<file path="config.mk">
export PLATFORM = sky130hd
export DESIGN_NAME = vga_scan_ctrl
export DESIGN_NICKNAME = d
export VERILOG_FILES = /design/src/rtl/vga_scan_ctrl.sv
export SDC_FILE = /design/constraint.sdc
export NUM_CORES = 1
export LEC_CHECK = 0
export CAP_MARGIN = 20
export CORE_MARGIN = 8
export CORE_UTILIZATION = 50
export CTS_CLUSTER_DIAMETER = 200
export DETAILED_ROUTE_END_ITERATION = 16
export PLACE_DENSITY = 0.78
export SLEW_MARGIN = 20
export SYNTH_ARGS = -nofsm -noshare
export SYNTH_HDL_FRONTEND = slang
export SYNTH_SLANG_ARGS = --single-unit
</file>
<file path="constraint.sdc">
create_clock -name clk -period 3.2 [get_ports clk]
set_input_delay 0.64 -clock clk [delete_from_list [all_inputs] [get_ports clk]]
set_output_delay 0.64 -clock clk [all_outputs]
set_load 0.05 [all_outputs]
</file>
<file path="src/rtl/vga_scan_ctrl.sv">
// VGA 640x480@60 raster engine.
// A request stage drives the renderer with (x, y), one pixel ahead of the display.
// An output stage latches the renderer colour together with sync/blanking, all
// aligned to the pixel that was just requested.
`timescale 1ns/1ps
module vga_scan_ctrl #(
    parameter int DIV       = 4,
    parameter int H_VISIBLE = 640,
    parameter int H_FRONT   = 16,
    parameter int H_SYNC    = 96,
    parameter int H_BACK    = 48,
    parameter int V_VISIBLE = 480,
    parameter int V_FRONT   = 10,
    parameter int V_SYNC    = 2,
    parameter int V_BACK    = 33
) (
    input  logic        clk,
    input  logic        rst_n,
    input  logic [11:0] data,
    output logic [9:0]  x,
    output logic [8:0]  y,
    output logic        hsync,
    output logic        vsync,
    output logic [3:0]  r,
    output logic [3:0]  g,
    output logic [3:0]  b,
    output logic        video_on,
    output logic        frame_tick
);

    localparam int H_TOTAL = H_VISIBLE + H_FRONT + H_SYNC + H_BACK;
    localparam int V_TOTAL = V_VISIBLE + V_FRONT + V_SYNC + V_BACK;
    localparam int DIV_W   = (DIV > 1) ? $clog2(DIV) : 1;

    localparam logic [DIV_W-1:0] DIV_LAST = DIV_W'(DIV - 1);
    localparam logic [9:0] H_LAST   = 10'(H_TOTAL - 1);
    localparam logic [9:0] V_LAST   = 10'(V_TOTAL - 1);
    localparam logic [9:0] H_VIS    = 10'(H_VISIBLE);
    localparam logic [9:0] V_VIS    = 10'(V_VISIBLE);
    localparam logic [9:0] HS_START = 10'(H_VISIBLE + H_FRONT);
    localparam logic [9:0] HS_END   = 10'(H_VISIBLE + H_FRONT + H_SYNC);
    localparam logic [9:0] VS_START = 10'(V_VISIBLE + V_FRONT);
    localparam logic [9:0] VS_END   = 10'(V_VISIBLE + V_FRONT + V_SYNC);

    logic [DIV_W-1:0] div_cnt;
    logic             strobe;
    logic [9:0]       h_cnt;
    logic [9:0]       v_cnt;
    logic [9:0]       h_next;
    logic [9:0]       v_next;
    logic             pix_vis;

    // Pixel strobe: last clk of each DIV-clk pixel period.
    always_comb begin
        strobe = (div_cnt == DIV_LAST);
    end

    // Raster position after the coming strobe, with line and frame wrap.
    always_comb begin
        h_next = h_cnt + 10'd1;
        v_next = v_cnt;
        if (h_cnt == H_LAST) begin
            h_next = '0;
            v_next = (v_cnt == V_LAST) ? '0 : v_cnt + 10'd1;
        end
    end

    // The pixel currently requested is the one the output stage latches next.
    always_comb begin
        pix_vis = (h_cnt < H_VIS) && (v_cnt < V_VIS);
    end

    // Clock divider producing the pixel rate.
    always_ff @(posedge clk or negedge rst_n) begin
        if (!rst_n) begin
            div_cnt <= '0;
        end else if (strobe) begin
            div_cnt <= '0;
        end else begin
            div_cnt <= div_cnt + DIV_W'(1);
        end
    end

    // Request stage: raster counters and the coordinates sent to the renderer.
    always_ff @(posedge clk or negedge rst_n) begin
        if (!rst_n) begin
            h_cnt <= '0;
            v_cnt <= '0;
            x     <= '0;
            y     <= '0;
        end else if (strobe) begin
            h_cnt <= h_next;
            v_cnt <= v_next;
            x     <= (h_next < H_VIS) ? h_next : '0;
            y     <= (v_next < V_VIS) ? v_next[8:0] : '0;
        end
    end

    // Output stage: colour and syncs for the pixel requested one strobe earlier.
    always_ff @(posedge clk or negedge rst_n) begin
        if (!rst_n) begin
            video_on  <= 1'b0;
            {r, g, b} <= '0;
            hsync     <= 1'b1;
            vsync     <= 1'b1;
        end else if (strobe) begin
            video_on  <= pix_vis;
            {r, g, b} <= pix_vis ? data : 12'h000;
            hsync     <= !((h_cnt >= HS_START) && (h_cnt < HS_END));
            vsync     <= !((v_cnt >= VS_START) && (v_cnt < VS_END));
        end
    end

    // One-clk tick as the first line of the vertical front porch is displayed.
    always_ff @(posedge clk or negedge rst_n) begin
        if (!rst_n) begin
            frame_tick <= 1'b0;
        end else begin
            frame_tick <= strobe && (h_cnt == '0) && (v_cnt == V_VIS);
        end
    end

endmodule
</file>
=== Yosys cells after proc, flatten, opt, wreduce, memory -nomap -nowiden ===
Index checks and enable logic that the tools add are counted.

* Register bits: 57
* Input port bits: 14
* Output and inout bits: 35
* Logic and storage cells: 42

* $add $sub $neg: 3
* $lt $le $gt $ge: 8
* Equality and inequality tests: 4
* Mux-type cells: 7
* Reduce and logical (&&, ||, !) cells: 8

{| class="wikitable"
|+ Operator list
! operator !! number
|-
| 10-bit two-way mux || 4
|-
| 10-bit less-than comparator, second input constant || 3
|-
| 10-bit by 9-bit less-than comparator with 1-bit output, second input constant || 3
|-
| 10-bit by 1-bit adder with 10-bit output, second input constant || 2
|-
| 10-bit == test, second input constant || 2
|-
| 12-bit two-way mux || 1
|-
| 10-bit by 9-bit == test with 1-bit output, second input constant || 1
|-
| 10-bit greater-or-equal comparator, second input constant || 1
|-
| 10-bit by 9-bit greater-or-equal comparator with 1-bit output, second input constant || 1
|-
| 10-bit logical NOT || 1
|-
| 9-bit two-way mux || 1
|-
| 1-bit logical AND || 5
|-
| 2-bit by 1-bit adder with 2-bit output, second input constant || 1
|-
| 2-bit == test, second input constant || 1
|-
| 1-bit logical NOT || 2
|-
| 2-bit two-way mux || 1
|}

=== Depth between registers and ports, before layout ===
Gate-level depths: netlist of the first run.

* Word-level depth: 5
* Depth in mapped cells: 9
* Gate-level depth less buffers: 7

=== Worst setup path before layout of the first run ===
OpenSTA, ideal clock, no wires.

* Path kind: reg-to-reg
* Start point: register h_cnt[0]
* End point: register y[0]
* Library setup time: 128 ps
* Arrival: 1,842 ps
* Required time: 3,072 ps
* Path slack: 1,231 ps
* Stages on the path, launching flop included: 10
* Path buffers: 2
* Period minus slack after synthesis: 1,969 ps
* Cells stage by stage: dfrtp_1 -> ha_1 -> and4_1 -> buf_6 -> nand4_4 -> buf_6 -> nor3_1 -> o22ai_2 -> o211ai_2 -> o2bb2ai_1

* Cells in the longest elaborated chain, start to end: 4

{| class="wikitable"
|+ RTL lines
! what !! line !! RTL
|-
| start: declaration || 47 || <nowiki>logic [9:0] h_cnt;</nowiki>
|-
| start signal: assignment || 92 || <nowiki>h_cnt <= h_next;</nowiki>
|-
| 10-bit == test (*) || 62 || <nowiki>if (h_cnt == H_LAST) begin</nowiki>
|-
| 10-bit two-way mux (*) || 62 ||
|-
| 10-bit by 9-bit less-than comparator with 1-bit output || 95 || <nowiki>y <= (v_next < V_VIS) ? v_next[8:0] : '0;</nowiki>
|-
| 9-bit two-way mux (*) || 95 ||
|-
| end signal: assignment || 95 ||
|-
| end: declaration || 21 || <nowiki>output logic [8:0] y,</nowiki>
|}

Mark *: on every way between the ends. The rest lies on a longest branch, timed or not.
A chain may end at the register's enable or synchronous reset.

=== Final worst setup path of the first run ===
* Start point: register h_cnt[0]
* End point: register x[5]

* Cells in the longest elaborated chain, start to end: 4
* Elaborated cells between the ends (all ways): 5
* Those cells by class: add/sub (1); order compare (1); eq/ne (1); mux (2)

{| class="wikitable"
|+ RTL lines
! what !! line !! RTL
|-
| 10-bit by 1-bit adder with 10-bit output or 10-bit == test (tied branches) || 60, 62 ||
|-
| 10-bit two-way mux (*) || 62 ||
|-
| 10-bit less-than comparator || 94 || <nowiki>x <= (h_next < H_VIS) ? h_next : '0;</nowiki>
|-
| 10-bit two-way mux (*) || 94 ||
|-
| end signal: assignment || 94 ||
|-
| end: declaration || 20 || <nowiki>output logic [9:0] x,</nowiki>
|}

Marks and branches as above.

==> impl_metrics.env, run 1 <==
export IMPL_clkLatencyLatePin_ns=0.34
export IMPL_die_area_sq_um=8560
export IMPL_nets=336
export IMPL_cts_sinks=57
export IMPL_grt_max_degree=48
export IMPL_clk_pin_slew_worst_paths_ns=0.06
export IMPL_power_mw=1.457
export IMPL_synth_area_leaders="dfrtp_1 47%, o2bb2ai_1 4.5%, xnor2_1 4.5%"
export IMPL_die_y_um=92.52
export IMPL_critPathTopFamily="simple AND/OR/NAND/NOR gates"
export IMPL_mostFrequentLayoutCell="dfrtp_1"
export IMPL_synth_avg_cell_area_sq_um=10.72
export IMPL_crit_type="register to register"
export IMPL_die_x_um=92.52
export IMPL_report_final_slew_viol_count=0
export IMPL_drv_cap=0
export IMPL_start_util_pct=50.65
export IMPL_finalCoreUtilization_pct=61.49
export IMPL_routabilityCongestion=0.8983
export IMPL_synth_nets=292
export IMPL_fin_worst_skew_ns=0.006499
export IMPL_crit_path_cell_trace="ha_1 -> and4_1 -> and4_2 -> nor4_1 -> nor2_1 -> o21ai_1 -> o32ai_1"
export IMPL_synth_edff_count=0
export IMPL_synthAdderAreaFrac_pct=2.137
export IMPL_reg2reg_depth=7
export IMPL_numPortBuffers=48
export IMPL_ys_types=51
export IMPL_register_area_sq_um=1429
export IMPL_cts_setup_buffers=0
export IMPL_gr_total_overflow=0
export IMPL_core_sq_um=5781
export IMPL_vdd_ir_drop_max_mv=0.2621
export IMPL_ys_seq_area_share_pct=48.80
export IMPL_row_count=28
export IMPL_post_route_cells_drive_above_1_share_pct=12.46
export IMPL_synthFlopType="dfrtp_1"
export IMPL_ant_nets=0
export IMPL_htree_num_levels=3
export IMPL_area_delta_synth_final_pct=21.41
export IMPL_multiInputGateArea_sq_um=1299
export IMPL_grt_first_pass_wirelength_mm=11.62
export IMPL_cts_hold_buf=0
export IMPL_synth_xor_area_share_pct=6.581
export IMPL_syn_area_sq_um=2928
export IMPL_p_per_area_nw_per_um2=409.9
export IMPL_syn_inst=273
export IMPL_tns_ns=0
export IMPL_synthSimpleGateAreaFrac_pct=18.03
export IMPL_clock_path_buffers=2
export IMPL_synth_largest_area_cell="dfrtp_1"
export IMPL_start_kind="register"
export IMPL_io_pins=49
export IMPL_cpMaxStageDelayCell="and4_2"
export IMPL_synth_top_family_by_area="simple AND/OR/NAND/NOR gates"
export IMPL_drc=0
export IMPL_synth_compound_area_share_pct=16.54
export IMPL_synth_top_area_share_pct=47.01
export IMPL_critPathMaxFanout=14
export IMPL_crit_arrival_ns=2.64
export IMPL_grt_setup_unrepaired="no"
export IMPL_wl_per_cell_um=17.09
export IMPL_grt_pass1_vias=2298
export IMPL_setup_viol=0
export IMPL_leakage_nw=1.447
export IMPL_hp_class="input port to asynchronous set/reset pin"
export IMPL_startpoint="h_cnt[0]"
export IMPL_critPathMaxStageDelay_ns=0.45
export IMPL_r2r_end="x[5]"
export IMPL_critPathCaptureType="register"
export IMPL_antenna_found_initial=0
export IMPL_status="complete, no violations"
export IMPL_filler_cell_count=472
export IMPL_final_cell_mix="55 x dfrtp_1, 47 x clkdlybuf4s50_1, 31 x nand2_1"
export IMPL_wirelength_mm=6.766
export IMPL_cp_required_ns=3.41
export IMPL_muxShareOfSynthArea_pct=1.068
export IMPL_async_flop_share_pct=100.0
export IMPL_dr_pass1_iters=4
export IMPL_dp_hpwl_mm=4.874
export IMPL_period_share_pct=75.69
export IMPL_via_per_inst=5.619
export IMPL_root_buffer="clkbuf_8"
export IMPL_fmax_mhz=412.9
export IMPL_min_period_ns=2.422
export IMPL_cts_tree="done"
export IMPL_initialDrtViolationCount=227
export IMPL_numCtsBuffers=9
export IMPL_ys_ff_latch=57
export IMPL_vias=2225
export IMPL_post_cts_resized=0
export IMPL_max_slew_margin_rel_pct=38.67
export IMPL_r2r_start="h_cnt[0]"
export IMPL_r2r_slack_ns=0.78
export IMPL_finalHoldViolations=0
export IMPL_antenna_cells=0
export IMPL_synth_warnings=0
export IMPL_path_buf_inv=0
export IMPL_worst_pin_slew_ns=0.9166
export IMPL_grtUsageTotal_pct=17.02
## stage by stage
| step | hold WS, ns | worst slack, ns | area [sq um] | std cells |
|---|---|---|---|---|
| floorplan | 0.3444 | 1.231 | 2928 | 273 |
| global placement | 0.4133 | 0.9726 | 3368 | 381 |
| detailed placement | 0.4229 | 0.8760 | 3368 | 381 |
| CTS | 0.4295 | 0.8039 | 3552 | 396 |
| global route | 0.3502 | 0.5643 | 3555 | 396 |
| finish | 0.3028 | 0.7781 | 3555 | 396 |
## cell families after synthesis
family | after synthesis
AND/OR/NAND/NOR | 93
XOR/XNOR | 22
adder cells (fa/ha/maj) | 5
flip-flops | 57
buffers and inverters | 30
AO/OA/AOI/OAI | 63
multiplexers | 3
## how the worst max path moves through the flow
stage | end | slack, ns | depth (start not counted)
detailed placement | y[5] | 0.88 | 7
finish | x[5] | 0.78 | 7
global route | x[5] | 0.56 | 7
CTS | x[5] | 0.80 | 7
global placement | y[2] | 0.97 | 7
floorplan | y[0] | 1.23 | 9
## cells in the mapped netlist, drive strengths merged (2+ instances only)
| cell type | instances |
|---|---|
| a21o | 2 |
| a21oi | 4 |
| a22o | 14 |
| and2 | 2 |
| and3 | 5 |
| and4 | 4 |
| buf | 11 |
| clkbuf | 7 |
| dfrtp | 55 |
| dfstp | 2 |
| ha | 5 |
| inv | 10 |
| mux2i | 2 |
| nand2 | 32 |
| nand3 | 11 |
| nand4 | 4 |
| nor2 | 12 |
| nor3 | 12 |
| nor4 | 6 |
| o21ai | 15 |
| o22ai | 2 |
| o2bb2ai | 15 |
| o31ai | 3 |
| o32ai | 2 |
| xnor2 | 15 |
| xor2 | 7 |
## per-layer routing
metal  part of all wire (%)  track usage, %  vias up
met4                    1.8           8.054        0
met3                    7.2           5.663        9
met5                      0               0        -
li1                       -               -     1071
met2                     46           25.57       73
met1                     45           21.64     1072
## state kept, by name, summed over array words and instances, names as in the netlist
name	flops
frame_tick	1
v_cnt	10
b	4
y	9
r	4
h_cnt	10
video_on	1
g	4
hsync	1
div_cnt	2
vsync	1
x	10
## layout make-up
cell class                 instances  area share, %
sequential                        57          40.20
timing repair buffer              52          14.29
multi-input combinational        186          36.54
clock buffer                       9          3.485
clock inverter                     6          1.690
tap                               75          2.640
inverter                          11          1.162
## power breakdown
| group | leakage (nW) | total (mW) | switching, mW | internal (mW) |
|---|---|---|---|---|
| logic | 0.624 | 0.0833 | 0.0493 | 0.0340 |
| clock network | 0.0909 | 0.641 | 0.291 | 0.350 |
| registers | 0.732 | 0.733 | 0.00460 | 0.728 |
(Power assumes the default switching activity.)
==> inputs of run 2 (changes only) <==
--- a/config.mk
+++ b/config.mk
@@ -7,7 +7,7 @@
 export LEC_CHECK = 0
 export CAP_MARGIN = 20
 export CORE_MARGIN = 8
-export CORE_UTILIZATION = 50
+export CORE_UTILIZATION = 48
 export CTS_CLUSTER_DIAMETER = 200
 export DETAILED_ROUTE_END_ITERATION = 16
 export PLACE_DENSITY = 0.78
==> constraint.sdc (replaced) <==
create_clock -name clk -period 2.1 [get_ports clk]
set_input_delay 0.42 -clock clk [delete_from_list [all_inputs] [get_ports clk]]
set_output_delay 0.42 -clock clk [all_outputs]
set_load 0.05 [all_outputs]
==> run 2 against run 1 <==
Against the previous run: clock skew up 0.0023 ns; clock power up 68%; worst hold slack worse by 0.25 ns; highest routed layer unchanged.
==> impl_metrics.env, run 2 (synthesized netlist as in run 1, its figures left out) <==
export IMPL_status="complete, no violations"
export IMPL_cp_required_ns=2.31
export IMPL_leakage_nw=1.579
export IMPL_initialDrtViolationCount=166
export IMPL_start_kind="register"
export IMPL_post_route_cells_drive_above_1_share_pct=20.59
export IMPL_dp_hpwl_mm=5.009
export IMPL_numCtsBuffers=9
export IMPL_largestRegisters="h_cnt x10, v_cnt x10, x x10"
export IMPL_met3_length_um=580
export IMPL_fmax_mhz=505.7
export IMPL_hp_class="input port to asynchronous set/reset pin"
export IMPL_row_count=28
export IMPL_grt_pass1_vias=2433
export IMPL_fin_worst_skew_ns=0.008836
export IMPL_report_final_slew_viol_count=0
export IMPL_grtUsageTotal_pct=17.27
export IMPL_start_util_pct=49.45
export IMPL_route_met2_wl_mm=3.289
export IMPL_core_sq_um=5921
export IMPL_nets=354
export IMPL_period_share_pct=94.17
export IMPL_final_cell_mix="54 x dfrtp_1, 45 x clkdlybuf4s50_1, 31 x nand2_1"
export IMPL_finalHoldViolations=0
export IMPL_crit_arrival_ns=2.19
export IMPL_ant_nets=0
export IMPL_p_per_area_nw_per_um2=613.9
export IMPL_setup_viol=0
export IMPL_grt_max_degree=37
export IMPL_min_period_ns=1.977
export IMPL_die_y_um=94.10
export IMPL_root_buffer="clkbuf_8"
export IMPL_critPathMaxFanout=7
export IMPL_finalCoreUtilization_pct=64.07
export IMPL_drc=0
export IMPL_worst_pin_slew_ns=0.5411
export IMPL_cts_hold_buf=0
export IMPL_wl_per_cell_um=17.19
export IMPL_wl_met1_mm=3.106
export IMPL_crit_type="register to register"
export IMPL_area_delta_synth_final_pct=29.57
export IMPL_dr_pass1_iters=4
export IMPL_critPathCaptureType="register"
export IMPL_vias=2362
export IMPL_max_slew_margin_rel_pct=63.81
export IMPL_gr_total_overflow=0
export IMPL_filler_cell_count=464
export IMPL_drv_cap=0
export IMPL_clock_path_buffers=2
export IMPL_clkLatencyLatePin_ns=0.34
export IMPL_io_pins=49
export IMPL_power_mw=2.329
export IMPL_grt_setup_unrepaired="no"
export IMPL_routabilityCongestion=0.9025
export IMPL_antenna_cells=0
export IMPL_via_per_inst=5.692
export IMPL_numPortBuffers=48
export IMPL_die_area_sq_um=8855
export IMPL_cts_sinks=57
export IMPL_antenna_found_initial=0
export IMPL_clk_pin_slew_worst_paths_ns=0.07
export IMPL_mostFrequentLayoutCell="dfrtp_1"
export IMPL_wirelength_mm=7.134
export IMPL_vdd_ir_drop_max_mv=0.4260
export IMPL_cts_tree="done"
export IMPL_die_x_um=94.10
export IMPL_grt_first_pass_wirelength_mm=11.98
export IMPL_tns_ns=0
export IMPL_htree_num_levels=3
export IMPL_dr_max_layer_used="met4"
[run 2: where the power goes]
part           internal (mW)  switching [mW]  total [mW]
sequential              1.11         0.00688        1.12
clock                  0.642           0.441        1.08
combinational         0.0527          0.0761       0.129
[run 2: area by class of cell]
cell class	count	area (sq um)	area share (%)
clock inverters	4	50.05	1.319
multi-input cells	186	1353	35.65
clock buffers	12	165.2	4.354
flip-flops and latches	57	1430	37.70
inverters	11	41.29	1.088
well taps	75	93.84	2.474
repair buffers	70	660.6	17.41
[run 2: repair_timing]
item | in CTS | in global routing
pin swaps | 0 | 3
resized for setup | 2 | 11
setup buffers | 0 | 2
endpoints found under the setup margin | 6 | 13
[run 2: critical path, cell delays in order, from the launching register on]
cell and delay [ns]:
dfrtp_1 0.38, ha_1 0.19, and4_4 0.28, nand4_4 0.21, nor3b_4 0.28, o22ai_2 0.13, o211ai_2 0.27, o2bb2ai_1 0.12
[run 2: worst paths after layout]
kind / start / to / slack, ns / depth (start not counted)
setup / recovery: h_cnt[1] / y[2] / 0.12 / 7
hold / removal: rst_n / v_cnt[4] / 0.05 / 1
setup reg to reg: h_cnt[1] / y[2] / 0.12 / 7
hold reg to reg: div_cnt[0] / div_cnt[0] / 0.45 / 1
max in group asynchronous: rst_n / hsync / 1.42 / 2
min in group clk: div_cnt[0] / div_cnt[0] / 0.45 / 1
[run 2: through the flow]
step | setup slack [ns] | hold WS, ns | instances | area [sq um]
after floorplan | 0.1309 | 0.1244 | 273 | 2928
after global placement | 0.1171 | 0.4135 | 397 | 3508
after detailed placement | 0.01319 | 0.4235 | 397 | 3508
after CTS | 0.008042 | 0.05164 | 413 | 3730
after global routing | 0.004302 | 0.07856 | 415 | 3794
final | 0.1225 | 0.04784 | 415 | 3794
[run 2: per-layer routing]
layer,track usage (%),up-vias
met3,5.436,13
li1,-,1100
met2,26.08,99
met4,8.058,0
met5,0,-
met1,21.97,1150
==> inputs of run 3 (changes only) <==
--- a/config.mk
+++ b/config.mk
@@ -7,7 +7,7 @@
 export LEC_CHECK = 0
 export CAP_MARGIN = 20
 export CORE_MARGIN = 8
-export CORE_UTILIZATION = 48
+export CORE_UTILIZATION = 50
 export CTS_CLUSTER_DIAMETER = 200
 export DETAILED_ROUTE_END_ITERATION = 16
 export PLACE_DENSITY = 0.78
==> constraint.sdc (replaced) <==
create_clock -name clk -period 2.3 [get_ports clk]
set_input_delay 0.46 -clock clk [delete_from_list [all_inputs] [get_ports clk]]
set_output_delay 0.46 -clock clk [all_outputs]
set_load 0.05 [all_outputs]
==> run 3 against run 2 <==
Against the previous run: non-clock buffer count is 10 lower; sequential cell count stayed put; clock skew is 0.0026 ns higher; die area is 3.3% lower; first-iteration DRC count is 4.8% lower; wire length is 3.0% lower; core utilization is 1.4 points lower; sequential share of layout area is 1.7 points higher; critical path type unchanged; critical endpoint is now y[5].
==> impl_metrics.env, run 3 (synthesized netlist as in run 1, its figures left out) <==
export IMPL_reg2reg_depth=8
export IMPL_cts_sinks=57
export IMPL_clkLatencyLatePin_ns=0.34
export IMPL_max_slew_margin_rel_pct=58.24
export IMPL_crit_type="register to register"
export IMPL_placedCellCount=389
export IMPL_clock_path_buffers=2
export IMPL_antenna_cells=0
export IMPL_fin_worst_skew_ns=0.01148
export IMPL_die_area_sq_um=8560
export IMPL_post_route_cells_drive_above_1_share_pct=15.45
export IMPL_dp_hpwl_mm=4.944
export IMPL_stdcell_count=405
export IMPL_finalCoreUtilization_pct=62.68
export IMPL_grt_setup_unrepaired="no"
export IMPL_clk_pin_slew_worst_paths_ns=0.07
export IMPL_row_count=28
export IMPL_drc=0
export IMPL_worst_pin_slew_ns=0.6265
export IMPL_p_sw_share_pct=24.56
export IMPL_area_delta_synth_final_pct=23.76
export IMPL_cp_required_ns=2.56
export IMPL_layout_setup_ws_ns=0.1444
export IMPL_report_final_slew_viol_count=0
export IMPL_grtUsageTotal_pct=17.15
export IMPL_ant_nets=0
export IMPL_fmax_mhz=463.9
export IMPL_core_sq_um=5781
export IMPL_period_share_pct=93.72
export IMPL_p_seq_share_pct=52.1
export IMPL_p_per_area_nw_per_um2=540.3
export IMPL_start_util_pct=50.65
export IMPL_gr_total_overflow=0
export IMPL_dp_slack_ns=0.1357
export IMPL_min_period_ns=2.156
export IMPL_status="complete, no violations"
export IMPL_largestRegisters="h_cnt x10, v_cnt x10, x x10"
export IMPL_r2r_slack_ns=0.14
export IMPL_htree_num_levels=3
export IMPL_r2r_start="h_cnt[0]"
export IMPL_drv_cap=0
export IMPL_critPathMaxFanout=8
export IMPL_leakage_nw=1.493
export IMPL_crit_arrival_ns=2.42
export IMPL_critPathCaptureType="register"
export IMPL_setup_viol=0
export IMPL_vdd_ir_drop_max_mv=0.4284
export IMPL_vias=2334
export IMPL_mostFrequentLayoutCell="dfrtp_1"
export IMPL_die_y_um=92.52
export IMPL_p_sw_mw=0.4808
export IMPL_numCtsBuffers=9
export IMPL_cts_tree="done"
export IMPL_io_pins=49
export IMPL_via_per_inst=5.763
export IMPL_finalHoldViolations=0
export IMPL_die_x_um=92.52
export IMPL_routabilityCongestion=0.9644
export IMPL_final_cell_mix="55 x dfrtp_1, 47 x clkdlybuf4s50_1, 31 x nand2_1"
export IMPL_combPwrFrac_pct=6.0
export IMPL_wirelength_mm=6.921
export IMPL_tns_ns=0
export IMPL_grt_pass1_vias=2355
export IMPL_numPortBuffers=48
export IMPL_start_kind="register"
export IMPL_root_buffer="clkbuf_8"
export IMPL_filler_cell_count=460
export IMPL_antenna_found_initial=0
export IMPL_nets=344
export IMPL_cts_hold_buf=0
export IMPL_dr_pass1_iters=6
export IMPL_grt_first_pass_wirelength_mm=11.75
export IMPL_hold_slack_ns=0.1287
export IMPL_internal_power_mw=1.477
export IMPL_pwr_share_clk_pct=41.9
export IMPL_wl_per_cell_um=17.09
export IMPL_hp_class="input port to asynchronous set/reset pin"
export IMPL_grt_max_degree=36
export IMPL_initialDrtViolationCount=158
export IMPL_r2r_end="y[5]"
[run 3: worst max path at each step]
| stage | slack (ns) | end | from |
|---|---|---|---|
| floorplan | 0.33 | y[0] | h_cnt[0] |
| global placement | 0.24 | y[5] | h_cnt[6] |
| detailed placement | 0.14 | y[5] | h_cnt[0] |
| CTS | 0.11 | y[5] | h_cnt[0] |
| global route | 0.002 | y[2] | h_cnt[0] |
| finish | 0.14 | y[5] | h_cnt[0] |
[run 3: power by group through the flow]
stage                     sequential, mW  clock, mW  combinational, mW
after floorplan                     1.08          0             0.0103
after global placement              1.04          0              0.118
after detailed placement            1.04          0              0.120
after CTS                           1.02      0.835              0.120
after global routing                1.02      0.870              0.126
final                               1.02      0.821              0.117
[run 3: area by class of cell]
type / count / area [sq um] / area share (%)
clock buffers: 11 / 141.4 / 3.902
clock inverters: 5 / 31.28 / 0.8633
inverters: 11 / 41.29 / 1.140
multi-input cells: 186 / 1309 / 36.12
flip-flops and latches: 57 / 1429 / 39.43
well taps: 75 / 93.84 / 2.590
repair buffers: 60 / 578.1 / 15.95
[run 3: what timing repair did]
item,CTS,global route
setup buffers,0,0
setup endpoints to repair,0,9
hold endpoints to repair,0,0
resized for setup,0,3
[run 3: critical path, stage by stage (launching register included)]
cell       delay (ns)
dfrtp_1          0.40
ha_1             0.18
and4_2           0.32
nand4_4          0.19
buf_4            0.22
nor3_4           0.16
xnor2_1          0.22
o211ai_2         0.18
o2bb2ai_1        0.20
[run 3: metrics by stage]
stage | area, sq um | power, mW
floorplan | 2928 | 1.086
global placement | 3441 | 1.156
detailed placement | 3441 | 1.158
CTS | 3613 | 1.975
global route | 3623 | 2.017
finish | 3623 | 1.958
[run 3: metal layers]
layer,track usage [%],wire length (um),vias to the layer above
li1,-,-,1082
met1,20.93,3004,1158
met2,26.88,3276,84
met3,6.068,536,10
met4,7.383,103,0
met5,0,0,-
